## src/rtl/vectorsum_pkg.sv

```systemverilog
// vectorsum_pkg: shared FSM state type and default sizes for vectorsum and its controller
package vectorsum_pkg;
   localparam int VS_DATA_WIDTH  = 32;
   localparam int VS_ADDR_WIDTH  = 10;
   localparam int VS_VECTOR_SIZE = 1024;
   typedef enum logic [2:0] {S_LOAD, S_START, S_WAIT, S_ZRD, S_ZOUT} state_t;
endpackage

```

## src/rtl/vectorsum_ctrl.sv

```systemverilog
// vectorsum_ctrl: loads x/y BRAMs from paired FIFOs, kicks vectorsum, streams z BRAM to the output FIFO
// ports: clock/reset (sync, active-high); x_in_*/y_in_* FWFT input FIFOs; x_*/y_* BRAM write ports;
//        vs_start/vs_done vectorsum handshake; z_addr/z_dout z BRAM read (1-cycle latency);
//        out_full/out_wr_en/out_din output FIFO; busy high unless idle in S_LOAD at index 0
module vectorsum_ctrl
   import vectorsum_pkg::*;
#(
   parameter int DATA_WIDTH  = VS_DATA_WIDTH,
   parameter int ADDR_WIDTH  = VS_ADDR_WIDTH,
   parameter int VECTOR_SIZE = VS_VECTOR_SIZE
) (
   input  logic                  clock,
   input  logic                  reset,
   input  logic                  x_in_empty,
   output logic                  x_in_rd_en,
   input  logic [DATA_WIDTH-1:0] x_in_dout,
   input  logic                  y_in_empty,
   output logic                  y_in_rd_en,
   input  logic [DATA_WIDTH-1:0] y_in_dout,
   output logic [DATA_WIDTH-1:0] x_din,
   output logic [ADDR_WIDTH-1:0] x_addr,
   output logic                  x_wr_en,
   output logic [DATA_WIDTH-1:0] y_din,
   output logic [ADDR_WIDTH-1:0] y_addr,
   output logic                  y_wr_en,
   output logic                  vs_start,
   input  logic                  vs_done,
   output logic [ADDR_WIDTH-1:0] z_addr,
   input  logic [DATA_WIDTH-1:0] z_dout,
   input  logic                  out_full,
   output logic                  out_wr_en,
   output logic [DATA_WIDTH-1:0] out_din,
   output logic                  busy
);
   // comparing against the last index keeps i from ever needing an extra bit
   localparam logic [ADDR_WIDTH-1:0] LAST = ADDR_WIDTH'(VECTOR_SIZE - 1);
   state_t                state_q, state_d;
   logic [ADDR_WIDTH-1:0] i_q, i_d;
   logic                  done_q, done_d;
   logic                  fire, last, ld, push;
   always_ff @(posedge clock) begin
      if (reset) begin
         state_q <= S_LOAD;
         i_q     <= '0;
         done_q  <= 1'b0;
      end else begin
         state_q <= state_d;
         i_q     <= i_d;
         done_q  <= done_d;
      end
   end
   // a load fires only when both heads are present so x[i] and y[i] always pair
   always_comb begin
      fire    = state_q == S_LOAD && !x_in_empty && !y_in_empty;
      last    = i_q == LAST;
      state_d = state_q;
      i_d     = i_q;
      done_d  = done_q;
      unique case (state_q)
         S_LOAD: if (fire) begin
            i_d     = last ? '0 : i_q + 1'b1;
            state_d = last ? S_START : S_LOAD;
         end
         S_START: state_d = S_WAIT;
         // only a rising done counts; a level left over from the last run is ignored
         S_WAIT: begin
            done_d  = vs_done;
            state_d = vs_done && !done_q ? S_ZRD : S_WAIT;
         end
         S_ZRD: state_d = S_ZOUT;
         S_ZOUT: if (!out_full) begin
            i_d     = last ? '0 : i_q + 1'b1;
            state_d = last ? S_LOAD : S_ZRD;
         end
         default: state_d = S_LOAD;
      endcase
   end
   always_comb begin
      ld         = !reset && fire;
      push       = !reset && state_q == S_ZOUT && !out_full;
      x_in_rd_en = ld;
      y_in_rd_en = ld;
      x_wr_en    = ld;
      y_wr_en    = ld;
      x_addr     = ld ? i_q : '0;
      y_addr     = ld ? i_q : '0;
      x_din      = ld ? x_in_dout : '0;
      y_din      = ld ? y_in_dout : '0;
      vs_start   = !reset && state_q == S_START;
      // address held through S_ZOUT so z_dout stays stable under backpressure
      z_addr     = !reset && (state_q == S_ZRD || state_q == S_ZOUT) ? i_q : '0;
      out_wr_en  = push;
      out_din    = push ? z_dout : '0;
      busy       = !reset && !(state_q == S_LOAD && i_q == '0);
   end
endmodule

```

## config.mk

```make
export PLATFORM = sky130hd
export DESIGN_NAME = vectorsum_ctrl
export DESIGN_NICKNAME = d
export VERILOG_FILES = /design/src/rtl/vectorsum_pkg.sv /design/src/rtl/vectorsum_ctrl.sv
export SDC_FILE = /design/constraint.sdc
export NUM_CORES = 1
export LEC_CHECK = 0
export CAP_MARGIN = 20
export CORE_AREA = 2 2 90 92
export CTS_BUF_LIST = sky130_fd_sc_hd__clkbuf_8
export DETAILED_ROUTE_END_ITERATION = 8
export DIE_AREA = 0 0 92 94
export PLACE_DENSITY = 0.86
export SLEW_MARGIN = 5
export SYNTH_ARGS = -nofsm -noshare
export SYNTH_HDL_FRONTEND = slang
export SYNTH_SLANG_ARGS = --single-unit
```

## constraint.sdc

```tcl
create_clock -name clock -period 3.18 [get_ports clock]
set_clock_uncertainty 0.15 [all_clocks]
set_input_delay 0.636 -clock clock [delete_from_list [all_inputs] [get_ports clock]]
set_output_delay 0.636 -clock clock [all_outputs]
set_load 0.02 [all_outputs]
```

* Word-level counts from Yosys, hierarchy flattened
Cells that the tools add are included.
** Word-level totals
- Bits in registers :: 14
- Output and inout port bits :: 133
- Word-level logic and storage cells :: 48
- Bits of input ports :: 102
** Cells by class
- Multiplexer cells :: 15
- Reduce and logical (&&, ||, !) cells :: 22
- Add/subtract/negate cells :: 1
- Equality and inequality tests :: 7
** Operators with widths (number)
- $mux 32 :: 3
- $mux 10 :: 5
- $pmux 10 s2 :: 1
- $pmux 3 s5 :: 1
- $add 10x1->10 const B :: 1
- $eq 10x10->1 const B :: 1
- $logic_and 1x1->1 :: 10
- $logic_not 10->1 :: 1
- $eq 3x2->1 const B :: 2
- $logic_not 1->1 :: 6
- $mux 3 :: 2
- $ne 2x2->1 const B :: 2
- $eq 3x1->1 const B :: 1
- $eq 3x3->1 const B :: 1
- $logic_not 3->1 :: 1
- $reduce_and 3->1 :: 1
- $mux 1 :: 2
- $mux 2 :: 1
- $reduce_and 2->1 :: 1
- $reduce_bool 2->1 :: 1
- $logic_or 1x1->1 :: 1

* Depth between registers and ports, before layout
Gate-level depths: netlist (run 1).
- Depth in word-level cells :: 5
- Gate-level depth with buffers :: 7

* Worst setup path before layout (run 1)
Ideal clock, no wire load.
- Kind :: input to output
- Start point :: input port x_in_empty
- End point :: output port y_din[22]
- Setup slack :: 0.506 ns
- Stages on the path :: 5
- Data arrival time :: 1.888 ns
- Buffers on the path :: 1
- Cell sequence :: nor2_1 -> nand2_1 -> nor3_2 -> clkbuf_1 -> and2_1
** Between the ends
- Word-level cells in the longest chain between the ends :: 5
** RTL lines
- start: declaration :: line vectorsum_ctrl.sv:14 : input logic x_in_empty,
- $logic_not 1->1 :: line vectorsum_ctrl.sv:54 : fire = state_q == S_LOAD && !x_in_empty && !y_in_empty;
- $logic_and 1x1->1 (2 in a row) :: line vectorsum_ctrl.sv:54
- $logic_and 1x1->1 :: line vectorsum_ctrl.sv:79 : ld = !reset && fire;
- net x_in_rd_en :: line vectorsum_ctrl.sv:15 : output logic x_in_rd_en,
- $mux 32 :: line vectorsum_ctrl.sv:88 : y_din = ld ? y_in_dout : '0;
- end: declaration :: line vectorsum_ctrl.sv:23 : output logic [DATA_WIDTH-1:0] y_din,
The timed path passes the listed nets, and every way through them passes these cells.

* Worst setup path after layout (run 1)
- Start point :: input port x_in_empty
- End point :: output port x_addr[6]
** Between the ends
- Word-level cells in the longest chain between the ends :: 5
** RTL lines
- $logic_not 1->1 :: line vectorsum_ctrl.sv:54
- $logic_and 1x1->1 (2 in a row) :: line vectorsum_ctrl.sv:54
- $logic_and 1x1->1 :: line vectorsum_ctrl.sv:79
- $mux 10 :: line vectorsum_ctrl.sv:85 : x_addr = ld ? i_q : '0;
- end: declaration :: line vectorsum_ctrl.sv:21 : output logic [ADDR_WIDTH-1:0] x_addr,
No other way between the ends.

==> impl_metrics.py, run 1 <==
metrics = {
    "synth": {
        "synthXorXnorAreaFrac": 0.0365,
        "postSynthRegisterBits": 14,
        "yosys.cell_types.count": 38,
        "muxShareOfSynthArea": 0.00596,
        "ys_warn_count": 0,
        "synthSimpleGateAreaFrac": 0.577,
        "seq_area_frac_synth": 0.167,
        "synth_top_family_by_area": "simple AND/OR/NAND/NOR gates",
        "syn-mean-instance-area_um2": 7.21,
        "synth_adder_area_share": 0.0149,
        "synthCells": 233,
        "synth_fp_nets": 337,
        "synth-compound-area-share": 0.0998,
        "ys_async_sr_fraction": 0,
        "mappedNetlistArea_um2": 1680,
        "synth_enable_flop_cells": 0,
        "synth_top_flop_cell": "sky130_fd_sc_hd__dfxtp_1",
    },
    "placed_design": {
        "post-dp-hpwl_um": 6900,
        "gpl.final_weighted_congestion": 0.816,
        "place.detailed.instances": 552,
        "buffer_ports.inserted": 234,
        "dp_worst_setup_slack_ns": -0.228,
    },
    "route": {
        "drc": 0,
        "drt-initial-drc-count": 51,
        "route.detailed.vias_per_inst": 4.38,
        "total_routed_wirelength_um": 8210,
        "wl_met3_um": 891,
        "wl_per_cell_um": 14.8,
        "postRouteAntennaNets": 0,
        "drt_pre_antenna_iters": 4,
        "top_layer_used": "met4",
        "via_count": 2433,
        "detail_route.wirelength.met1_um": 2880,
        "route.met2.wl_um": 4310,
    },
    "global_route": {
        "grt_antenna_before_repair": 0,
        "grt_usage": 0.177,
        "grt_first_pass_wirelength_um": 12200,
        "grt_max_degree": 58,
        "first_global_vias": 2363,
        "grt-ovfl-total": 0,
    },
    "floorplanning": {
        "ios": 235,
        "floorplan.die.height_um": 94,
        "placeableCoreArea_um2": 7610,
        "placement_rows": 32,
        "design.die.area_um2": 8650,
        "die_x_um": 92,
        "start_util": 0.221,
    },
    "final_layout": {
        "share_of_post_route_cells_with_drive_strength_above_1": 0.0617,
        "final-instance-count-excl-fill": 556,
        "diodes": 0,
        "layout.filler_cells": 730,
        "syn2layout_area_growth_pct": 142,
        "layout.core_utilization": 0.534,
        "finish.net_count": 559,
    },
    "worst_setup_path": {
        "crit-reg2reg-launch": "state_q[2]$_SDFFE_PP0P_",
        "setup.worst_path.start": "x_in_empty",
        "critPathTopFamily": "buffers and inverters",
        "timing.critical_path.from_type": "primary input",
        "worst_path_max_delay_cell": "sky130_fd_sc_hd__clkdlybuf4s50_1",
        "crit_fanout": 57,
        "crit_type": "primary input to output port",
        "timing.critical_path.to_type": "output port",
        "r2r.worst_path.cells": 5,
        "cp.required_ns": 2.39,
        "crit_chain": "clkdlybuf4s50_1 -> nor2_1 -> nand2_1 -> nor3_4 -> buf_12 -> and2_1 -> dlygate4sd2_1",
        "cp_num_buf_inv": 3,
        "critical-path-max-stage-delay_ns": 0.43,
        "crit_path_end": "x_addr[6]",
        "arrival_ns": 2.33,
        "r2r_slack_ns": 1.13,
        "path_depth": 7,
        "rr_endpoint": "i_q[3]$_SDFFE_PP0P_",
    },
    "sta": {
        "timing.final.max_slew_violations": 0,
        "slew_headroom": 0.645,
        "final-setup-viol-count": 0,
        "max_clock_freq_mhz": 321,
        "period_needed_ns": 3.12,
        "worstMarginPinSlew_ns": 0.531,
        "layout_worst_path_cycle_share": 0.981,
        "post-route-worst-setup-slack_ns": 0.0611,
        "rsz0062_at_grt": "true",
        "hold_viol_final": 0,
    },
    "power": {
        "ir_drop_uv": 100,
        "leakagePower_uw": 0.00184,
        "power.density_nw_per_um2": 149,
    },
    "clock_tree": {
        "cts_tree": "built",
        "clkLatencyLatePin_ns": 0.25,
        "clockRootBuffer": "sky130_fd_sc_hd__clkbuf_8",
        "cts_made_buffers": 3,
        "cts_hold_buf": 0,
        "cts-root-to-sink-buffers": 2,
        "cts.sinks": 14,
        "cts-htree-levels": 1,
        "cts.reportedPaths.clkPinSlew_ns": 0.06,
    },
    "run_status": {
        "status": "completed",
    },
    "flow_run": {
        "max_cap_violations": 0,
    },
    "worst_hold_path": {
        "hold_path.class": "flip-flop to flip-flop",
    },
}
-- cell families after synthesis --
group | after synthesis
simple gates | 155
buf+inv | 30
compound gates | 24
flops | 14
xor+xnor | 7
fa+ha+maj | 2
mux | 1
-- cells in the mapped netlist (2+ instances only) --
master / n / share of area
sky130_fd_sc_hd__and2_1: 114 / 0.42
sky130_fd_sc_hd__dfxtp_1: 14 / 0.17
sky130_fd_sc_hd__buf_4: 13 / 0.058
sky130_fd_sc_hd__clkbuf_1: 11 / 0.025
sky130_fd_sc_hd__nor2_1: 9 / 0.020
sky130_fd_sc_hd__a21oi_1: 7 / 0.021
sky130_fd_sc_hd__nand2_1: 5 / 0.011
sky130_fd_sc_hd__xor2_1: 5 / 0.026
sky130_fd_sc_hd__buf_2: 4 / 0.012
sky130_fd_sc_hd__nor4_1: 4 / 0.015
sky130_fd_sc_hd__o21ai_0: 4 / 0.012
sky130_fd_sc_hd__and3_1: 3 / 0.011
sky130_fd_sc_hd__o211ai_1: 3 / 0.013
sky130_fd_sc_hd__o31ai_1: 3 / 0.013
sky130_fd_sc_hd__and4_1: 2 / 0.010
sky130_fd_sc_hd__ha_1: 2 / 0.015
sky130_fd_sc_hd__inv_1: 2 / 0.0045
sky130_fd_sc_hd__nand3_1: 2 / 0.0060
sky130_fd_sc_hd__nand3b_1: 2 / 0.0089
sky130_fd_sc_hd__nor3_1: 2 / 0.0060
sky130_fd_sc_hd__nor3_2: 2 / 0.012
sky130_fd_sc_hd__o2111ai_1: 2 / 0.010
sky130_fd_sc_hd__or4_1: 2 / 0.0089
sky130_fd_sc_hd__xnor2_1: 2 / 0.010
-- power breakdown --
group | switching, uW | total [uW] | leakage [uW] | internal (uW)
logic | 85.4 | 240 | 0.00170 | 155
clock network | 72.9 | 183 | 0.0000288 | 110
registers | 2.80 | 180 | 0.000113 | 177
-- state kept, by name (all words and copies together), names as in the netlist --
| signal | cells |
|---|---|
| i_q | 10 |
| state_q | 3 |
| done_q | 1 |
-- routing by layer --
layer  vias to the layer above  track usage
met5                         -            0
met4                         0       0.0410
met3                        14       0.0682
met2                       148        0.332
met1                      1077        0.185
li1                       1194            -
-- worst min path at each step --
stage               slack (ns)  cells past startpoint                  end                start
detailed placement        0.34                      2  done_q$_SDFFE_PP0N_  done_q$_SDFFE_PP0N_
CTS                       0.36                      2  done_q$_SDFFE_PP0N_  done_q$_SDFFE_PP0N_
global placement          0.32                      2  done_q$_SDFFE_PP0N_  done_q$_SDFFE_PP0N_
finish                    0.35                      2  done_q$_SDFFE_PP0N_  done_q$_SDFFE_PP0N_
global route              0.38                      2  done_q$_SDFFE_PP0N_  done_q$_SDFFE_PP0N_
floorplan                 0.30                      2  done_q$_SDFFE_PP0N_  done_q$_SDFFE_PP0N_
-- stage by stage --
stage	setup TNS (ns)	total power, uW	cell area [um2]	hold slack [ns]
global placement	-11.63	438	4100	0.316
detailed placement	-15.79	442	4100	0.343
finish	0	603	4060	0.353
floorplan	0	255	1680	0.301
CTS	-0.121	606	4050	0.357
global route	-0.108	631	4060	0.376
-- area by class of cell --
class	instances	area (um2)	share of cell area
flip-flops and latches	14	280	0.0690
inverters	2	7.51	0.00185
clock buffers	4	55.1	0.0136
well taps	102	128	0.0314
repair buffers	245	2350	0.579
multi-input cells	189	1240	0.305
-- worst min-delay path, delay by kind of cell, from the launching register on --
kind	cells	cell delay (ns)
simple gates	1	0.08
flops	1	0.32
mux	1	0.07
-- layout by cell type, fill, tap and decap left out, types with 2 or more instances in the layout --
| cell | synthesis | layout |
|---|---|---|
| sky130_fd_sc_hd__o31ai_1 | 3 | 3 |
| sky130_fd_sc_hd__o21ai_0 | 4 | 4 |
| sky130_fd_sc_hd__and4_1 | 2 | 2 |
| sky130_fd_sc_hd__nor4_1 | 4 | 4 |
| sky130_fd_sc_hd__xnor2_1 | 2 | 2 |
| sky130_fd_sc_hd__and2_1 | 114 | 114 |
| sky130_fd_sc_hd__inv_1 | 2 | 2 |
| sky130_fd_sc_hd__a21oi_1 | 7 | 7 |
| sky130_fd_sc_hd__o2111ai_1 | 2 | 2 |
| sky130_fd_sc_hd__xor2_1 | 5 | 5 |
| sky130_fd_sc_hd__ha_1 | 2 | 2 |
| sky130_fd_sc_hd__clkbuf_2 | 0 | 7 |
| sky130_fd_sc_hd__nand2_1 | 5 | 5 |
| sky130_fd_sc_hd__dfxtp_1 | 14 | 14 |
| sky130_fd_sc_hd__buf_4 | 13 | 9 |
| sky130_fd_sc_hd__clkdlybuf4s50_1 | 0 | 142 |
| sky130_fd_sc_hd__clkdlybuf4s15_1 | 0 | 28 |
| sky130_fd_sc_hd__nor3_1 | 2 | 2 |
| sky130_fd_sc_hd__and3_1 | 3 | 3 |
| sky130_fd_sc_hd__nand3_1 | 2 | 2 |
| sky130_fd_sc_hd__buf_12 | 0 | 2 |
| sky130_fd_sc_hd__nor3_4 | 1 | 2 |
| sky130_fd_sc_hd__dlygate4sd2_1 | 0 | 55 |
| sky130_fd_sc_hd__o211ai_1 | 3 | 3 |
| sky130_fd_sc_hd__clkbuf_8 | 0 | 4 |
| sky130_fd_sc_hd__nor2_1 | 9 | 9 |
| sky130_fd_sc_hd__or4_1 | 2 | 2 |
| sky130_fd_sc_hd__nand3b_1 | 2 | 2 |
-- timing repair --
item                       4_1_cts  5_1_grt
gates resized for setup         91       43
hold endpoints to repair         0        0
buffers inserted                 0        0
setup endpoints to repair      120       39
No activity file was read; power rests on OpenSTA's default activity.
==> inputs of run 2 (changes only) <==
ABC_AREA = 1   (was default)
CORE_AREA = default   (was 2 2 90 92)
CORE_MARGIN = 2   (was default)
CORE_UTILIZATION = 25   (was default)
DIE_AREA = default   (was 0 0 92 94)
DONT_BUFFER_PORTS = 1   (was default)
PLACE_DENSITY = 0.5   (was 0.86)
clock period = 3.8 ns   (was 3.18 ns; I/O delays follow)
==> run 2 against run 1 <==
Compared with the run above:
- critical endpoint is now out_din[22]
- non-clock buffer count fell by 168
- clock power fell by 34%
- routed wire length fell by 8.2%
- largest cell class is now multi-input gates
- critical path type is now flip-flop to output port
==> impl_metrics.py, run 2 <==
metrics = {
    "route": {
        "drt_pre_antenna_iters": 4,
        "drt-initial-drc-count": 79,
        "total_routed_wirelength_um": 7540,
        "route.detailed.vias_per_inst": 4.17,
        "via_count": 2222,
        "drc": 0,
        "wl_per_cell_um": 14.1,
        "postRouteAntennaNets": 0,
    },
    "worst_setup_path": {
        "arrival_ns": 2.27,
        "critical-path-max-stage-delay_ns": 0.53,
        "crit_type": "flip-flop to output port",
        "path_depth": 5,
        "crit_fanout": 32,
        "cp.required_ns": 2.89,
        "worst_path_max_delay_cell": "sky130_fd_sc_hd__nor2_1",
        "timing.critical_path.from_type": "flip-flop",
        "r2r.worst_path.cells": 6,
        "timing.critical_path.to_type": "output port",
        "cp_num_buf_inv": 1,
        "crit_chain": "nor2_4 -> nand2_1 -> nor3_2 -> inv_1 -> nor2_1",
        "critPathTopFamily": "simple AND/OR/NAND/NOR gates",
    },
    "placed_design": {
        "place.detailed.instances": 527,
        "post-dp-hpwl_um": 6530,
        "gpl.final_weighted_congestion": 0.795,
        "buffer_ports.inserted": 0,
    },
    "sta": {
        "max_clock_freq_mhz": 314,
        "final-setup-viol-count": 0,
        "rsz0062_at_grt": "false",
        "layout_worst_path_cycle_share": 0.837,
        "hold_viol_final": 0,
        "timing.final.max_slew_violations": 0,
        "slew_headroom": 0.378,
        "tns_ns": 0,
        "worstMarginPinSlew_ns": 0.932,
        "period_needed_ns": 3.18,
    },
    "clock_tree": {
        "cts.reportedPaths.clkPinSlew_ns": 0.06,
        "clkLatencyLatePin_ns": 0.24,
        "clockRootBuffer": "sky130_fd_sc_hd__clkbuf_8",
        "cts_repair_resize_count": 0,
        "cts_tree": "built",
        "cts.sinks": 14,
        "cts_made_buffers": 3,
        "post-cts-setup-buffers": 0,
        "cts_hold_buf": 0,
        "cts-htree-levels": 1,
        "cts-root-to-sink-buffers": 2,
    },
    "floorplanning": {
        "placeableCoreArea_um2": 7290,
        "placement_rows": 31,
        "ios": 235,
        "design.die.area_um2": 8290,
        "floorplan.die.height_um": 91.0,
        "start_util": 0.260,
        "die_x_um": 91.0,
    },
    "final_layout": {
        "share_of_post_route_cells_with_drive_strength_above_1": 0.218,
        "final-instance-count-excl-fill": 533,
        "layout.filler_cells": 817,
        "syn2layout_area_growth_pct": 28.8,
        "mostFrequentLayoutCell": "sky130_fd_sc_hd__nor2_1",
        "finish.net_count": 537,
        "largestRegisters": "i_q: 10 flops, state_q: 3 flops, done_q: 1 flops",
        "regMostFlops": "i_q",
        "final_cell_mix": "sky130_fd_sc_hd__nor2_1 (134), sky130_fd_sc_hd__inv_1 (122), sky130_fd_sc_hd__buf_4 (77)",
        "largest_register_ff_count": 10,
    },
    "synth": {
        "postSynthRegisterBits": 14,
        "ys_warn_count": 0,
        "synth_enable_flop_cells": 0,
        "netlist.top_cell.by_area": "sky130_fd_sc_hd__nor2_1",
        "yosys-top-cells-area": "sky130_fd_sc_hd__nor2_1 (27%), sky130_fd_sc_hd__inv_1 (24%), sky130_fd_sc_hd__dfxtp_1 (15%)",
        "synth_fp_nets": 481,
        "ys_async_sr_fraction": 0,
        "mappedNetlistArea_um2": 1890,
        "synth_top_flop_cell": "sky130_fd_sc_hd__dfxtp_1",
        "seq_area_frac_synth": 0.148,
        "yosys.cell_types.count": 26,
        "synth.top_cell.area_share": 0.266,
        "synthCells": 377,
        "synthTopCellsByCount": "sky130_fd_sc_hd__nor2_1 (134), sky130_fd_sc_hd__inv_1 (122), sky130_fd_sc_hd__nand2_1 (36)",
        "yosysMostFrequentCell": "sky130_fd_sc_hd__nor2_1",
        "syn-mean-instance-area_um2": 5.02,
    },
    "worst_hold_path": {
        "hold_depth": 2,
        "hold_path.class": "flip-flop to flip-flop",
    },
    "flow_run": {
        "max_cap_violations": 0,
    },
    "power": {
        "ir_drop_uv": 121,
        "power.density_nw_per_um2": 158,
        "leakagePower_uw": 0.00160,
    },
    "global_route": {
        "grt_usage": 0.166,
        "grt_max_degree": 61,
        "grt_antenna_before_repair": 2,
        "grt_first_pass_wirelength_um": 10800,
        "first_global_vias": 1972,
        "grt-ovfl-total": 0,
    },
    "run_status": {
        "status": "completed",
    },
}
[run 2: changes by cell type after synthesis, sizes merged, moves of 3 or more]
cell    before  now
nor2         9  137
inv          2  123
and2       114    0
nand2        5   37
nand3        2   14
clkbuf      11    1
buf         17   25
xor2         5    0
nor4         4    0
a21oi        7   10
and3         3    0
o211ai       3    0
o31ai        3    0
[run 2: cells by family (layout without fill, tap and decap cells)]
logic type      count (synthesis)  after routing  synth area share
compound gates                 16             16            0.0535
buf+inv                       149            203             0.355
simple gates                  196            196             0.430
flops                          14             14             0.148
other cells                     0              3                 0
fa+ha+maj                       2              2            0.0132
[run 2: worst reg2reg max path: cells and delay by family (launching register included)]
kind	cells	cell delay, ns
AOI/OAI and AO/OA	1	0.16
DFF	1	0.35
and+or+nand+nor	5	1.05
[run 2: path summary, 6_finish.rpt]
path | start | to | slack, ns
setup / recovery | state_q[0]$_SDFFE_PP0P_ | out_din[22] | 0.62
hold / removal | done_q$_SDFFE_PP0N_ | done_q$_SDFFE_PP0N_ | 0.31
setup reg to reg | state_q[0]$_SDFFE_PP0P_ | i_q[5]$_SDFFE_PP0P_ | 1.99
hold reg to reg | done_q$_SDFFE_PP0N_ | done_q$_SDFFE_PP0N_ | 0.31
[run 2: area by class of cell]
class / count / area [um2] / share of cell area
Multi-Input combinational cell: 214 / 947 / 0.388
Sequential cell: 14 / 280 / 0.115
Clock buffer: 3 / 41.3 / 0.0169
Antenna cell: 3 / 7.51 / 0.00308
Tap cell: 99 / 124 / 0.0508
Timing Repair Buffer: 77 / 578 / 0.237
Inverter: 123 / 462 / 0.189
[run 2: metrics by stage]
stage	setup WS, ns	hold slack, ns	utilization	instance area (um2)	power, uW
global placement	0.741	0.293	0.328	2390	266
detailed placement	0.683	0.299	0.328	2390	268
floorplan	0.636	0.290	-	1890	237
finish	0.618	0.305	0.335	2440	385
CTS	0.616	0.307	0.334	2430	390
global route	0.440	0.328	0.334	2440	413
[run 2: metal layers]
metal,GRT usage,share of wire
met5,0,0
met1,0.179,0.38
met4,0.0480,0.025
met3,0.0290,0.052
met2,0.323,0.55
[run 2: power breakdown]
part,total [uW],internal (uW),switching (uW)
clock,121,70.0,51.2
sequential,149,148,1.02
combinational,115,40.5,74.6
total,385,259,127
==> inputs of run 3 (changes only) <==
PLACE_DENSITY = 0.52   (was 0.5)
clock period = 2.8 ns   (was 3.8 ns; I/O delays follow)
==> run 3 against run 2 <==
Compared with the run above:
- sequential cell count unchanged
- register-to-register slack lost 1.0 ns
- highest routed layer unchanged
- total power increased by 35%
- non-clock buffer count up 34
==> impl_metrics.py, run 3 (synthesis results as in run 2) <==
metrics = {
    "run_status": {
        "status": "completed",
    },
    "placed_design": {
        "post-dp-hpwl_um": 6190,
        "gpl.final_weighted_congestion": 0.849,
        "buffer_ports.inserted": 0,
    },
    "final_layout": {
        "largestRegisters": "i_q: 10 flops, state_q: 3 flops, done_q: 1 flops",
        "final_cell_mix": "sky130_fd_sc_hd__nor2_1 (134), sky130_fd_sc_hd__inv_1 (121), sky130_fd_sc_hd__buf_4 (110)",
        "finish.net_count": 572,
        "layout.filler_cells": 789,
        "mostFrequentLayoutCell": "sky130_fd_sc_hd__nor2_1",
        "syn2layout_area_growth_pct": 43.6,
        "largest_register_ff_count": 10,
        "share_of_post_route_cells_with_drive_strength_above_1": 0.279,
        "regMostFlops": "i_q",
    },
    "worst_setup_path": {
        "crit-reg2reg-launch": "state_q[0]$_SDFFE_PP0P_",
        "crit_type": "flip-flop to output port",
        "cp.required_ns": 2.09,
        "crit_fanout": 44,
        "r2r_slack_ns": 0.96,
        "timing.critical_path.to_type": "output port",
        "arrival_ns": 1.91,
        "r2r.worst_path.cells": 7,
        "timing.critical_path.from_type": "flip-flop",
        "rr_endpoint": "i_q[7]$_SDFFE_PP0P_",
    },
    "global_route": {
        "grt_first_pass_wirelength_um": 10600,
        "grt-ovfl-total": 0,
        "grt_antenna_before_repair": 1,
        "grt_max_degree": 45,
        "grt_usage": 0.157,
        "first_global_vias": 2083,
    },
    "clock_tree": {
        "clockRootBuffer": "sky130_fd_sc_hd__clkbuf_8",
        "cts.reportedPaths.clkPinSlew_ns": 0.06,
        "cts-htree-levels": 1,
        "clkLatencyLatePin_ns": 0.24,
        "cts-root-to-sink-buffers": 2,
        "cts.sinks": 14,
        "cts_hold_buf": 0,
        "cts_tree": "built",
        "cts_made_buffers": 3,
    },
    "power": {
        "power.density_nw_per_um2": 192,
        "sw_frac_of_total": 0.325,
        "clk_pwr_share": 0.312,
        "netSwitchingPower_uw": 170,
        "pwr-share-seq": 0.388,
        "leakagePower_uw": 0.00179,
        "ir_drop_uv": 126,
        "p_int_uw": 352,
        "comb_power_share": 0.300,
        "design_power_total_uw": 522,
    },
    "sta": {
        "slew_headroom": 0.557,
        "timing.final.max_slew_violations": 0,
        "period_needed_ns": 2.62,
        "tns_ns": 0,
        "layout_worst_path_cycle_share": 0.936,
        "max_clock_freq_mhz": 382,
        "worstMarginPinSlew_ns": 0.664,
        "rsz0062_at_grt": "false",
        "final-setup-viol-count": 0,
        "hold_viol_final": 0,
    },
    "route": {
        "drc": 0,
        "via_count": 2346,
        "postRouteAntennaNets": 0,
        "top_layer_used": "met4",
        "drt_pre_antenna_iters": 4,
        "wl_met3_um": 389,
        "detail_route.wirelength.met1_um": 2940,
        "route.detailed.vias_per_inst": 4.14,
        "wl_per_cell_um": 12.9,
        "total_routed_wirelength_um": 7300,
        "drt-initial-drc-count": 74,
        "route.met2.wl_um": 3950,
    },
    "floorplanning": {
        "floorplan.die.height_um": 91.0,
        "placeableCoreArea_um2": 7290,
        "placement_rows": 31,
        "die_x_um": 91.0,
        "ios": 235,
        "design.die.area_um2": 8290,
        "start_util": 0.260,
    },
    "worst_hold_path": {
        "hold_depth": 1,
        "timing.hold.worst_endpoint": "i_q[1]$_SDFFE_PP0P_",
        "hold_path_startpoint": "reset",
        "hold_path.class": "primary input to flip-flop",
    },
    "flow_run": {
        "max_cap_violations": 0,
    },
}
==> run 3: cell types whose count changed in the layout (fill, tap and decap cells not counted), sizes merged <==
cell | previous run | this run
buf | 77 | 111
clkinvlp | 0 | 2
diode | 3 | 1
inv | 123 | 122
==> run 3: final cells by class <==
cell class / count / area (um2) / share of cell area
timing repair buffer: 111 / 846 / 0.311
antenna: 1 / 2.50 / 0.000920
sequential: 14 / 280 / 0.103
timing repair inverter: 1 / 7.51 / 0.00276
clock buffer: 3 / 41.3 / 0.0152
inverter: 123 / 465 / 0.171
tap: 99 / 124 / 0.0455
multi-input combinational: 214 / 953 / 0.351
==> run 3: worst max-delay path by stage <==
stage	from	endpoint
final	state_q[2]$_SDFFE_PP0P_	y_addr[1]
after global routing	state_q[2]$_SDFFE_PP0P_	y_addr[1]
after CTS	state_q[2]$_SDFFE_PP0P_	y_addr[1]
after detailed placement	x_in_empty	y_addr[1]
after global placement	x_in_empty	y_addr[2]
after floorplan	reset	y_addr[1]
==> run 3: worst max-delay path, stage by stage (launching register included) <==
cell and delay [ns]:
sky130_fd_sc_hd__dfxtp_1 0.42, sky130_fd_sc_hd__inv_1 0.12, sky130_fd_sc_hd__nand2_2 0.15, sky130_fd_sc_hd__nor3_4 0.06
sky130_fd_sc_hd__inv_2 0.39, sky130_fd_sc_hd__buf_12 0.27, sky130_fd_sc_hd__nor2_1 0.06, sky130_fd_sc_hd__buf_4 0.18
==> run 3: through the flow <==
| step | utilization | std cells | worst slack, ns | hold slack, ns | cell area (um2) |
|---|---|---|---|---|---|
| detailed placement | 0.363 | 559 | 0.281 | 0.303 | 2640 |
| CTS | 0.368 | 562 | 0.193 | 0.219 | 2690 |
| finish | 0.373 | 566 | 0.179 | 0.227 | 2720 |
| floorplan | - | 377 | 0.0362 | 0.290 | 1890 |
| global placement | 0.363 | 559 | 0.329 | 0.291 | 2640 |
| global route | 0.373 | 566 | 0.00198 | 0.213 | 2720 |
==> run 3: layer usage <==
metal  global-route usage  vias to the layer above
met5                    0                        -
met4               0.0366                        0
met2                0.301                       94
met3               0.0340                        2
li1                     -                     1210
met1                0.176                     1040
==> run 3: power groups by stage <==
stage	clock, uW	sequential [uW]	combinational [uW]
global placement	0	207	156
CTS	168	202	158
floorplan	0	206	116
global route	174	202	173
finish	163	202	156
detailed placement	0	207	157
==> run 3: timing repair <==
item / 4_1_cts / 5_1_grt
setup buffers: 0 / 2
endpoints found under the setup margin: 0 / 2
resized for setup: 0 / 3
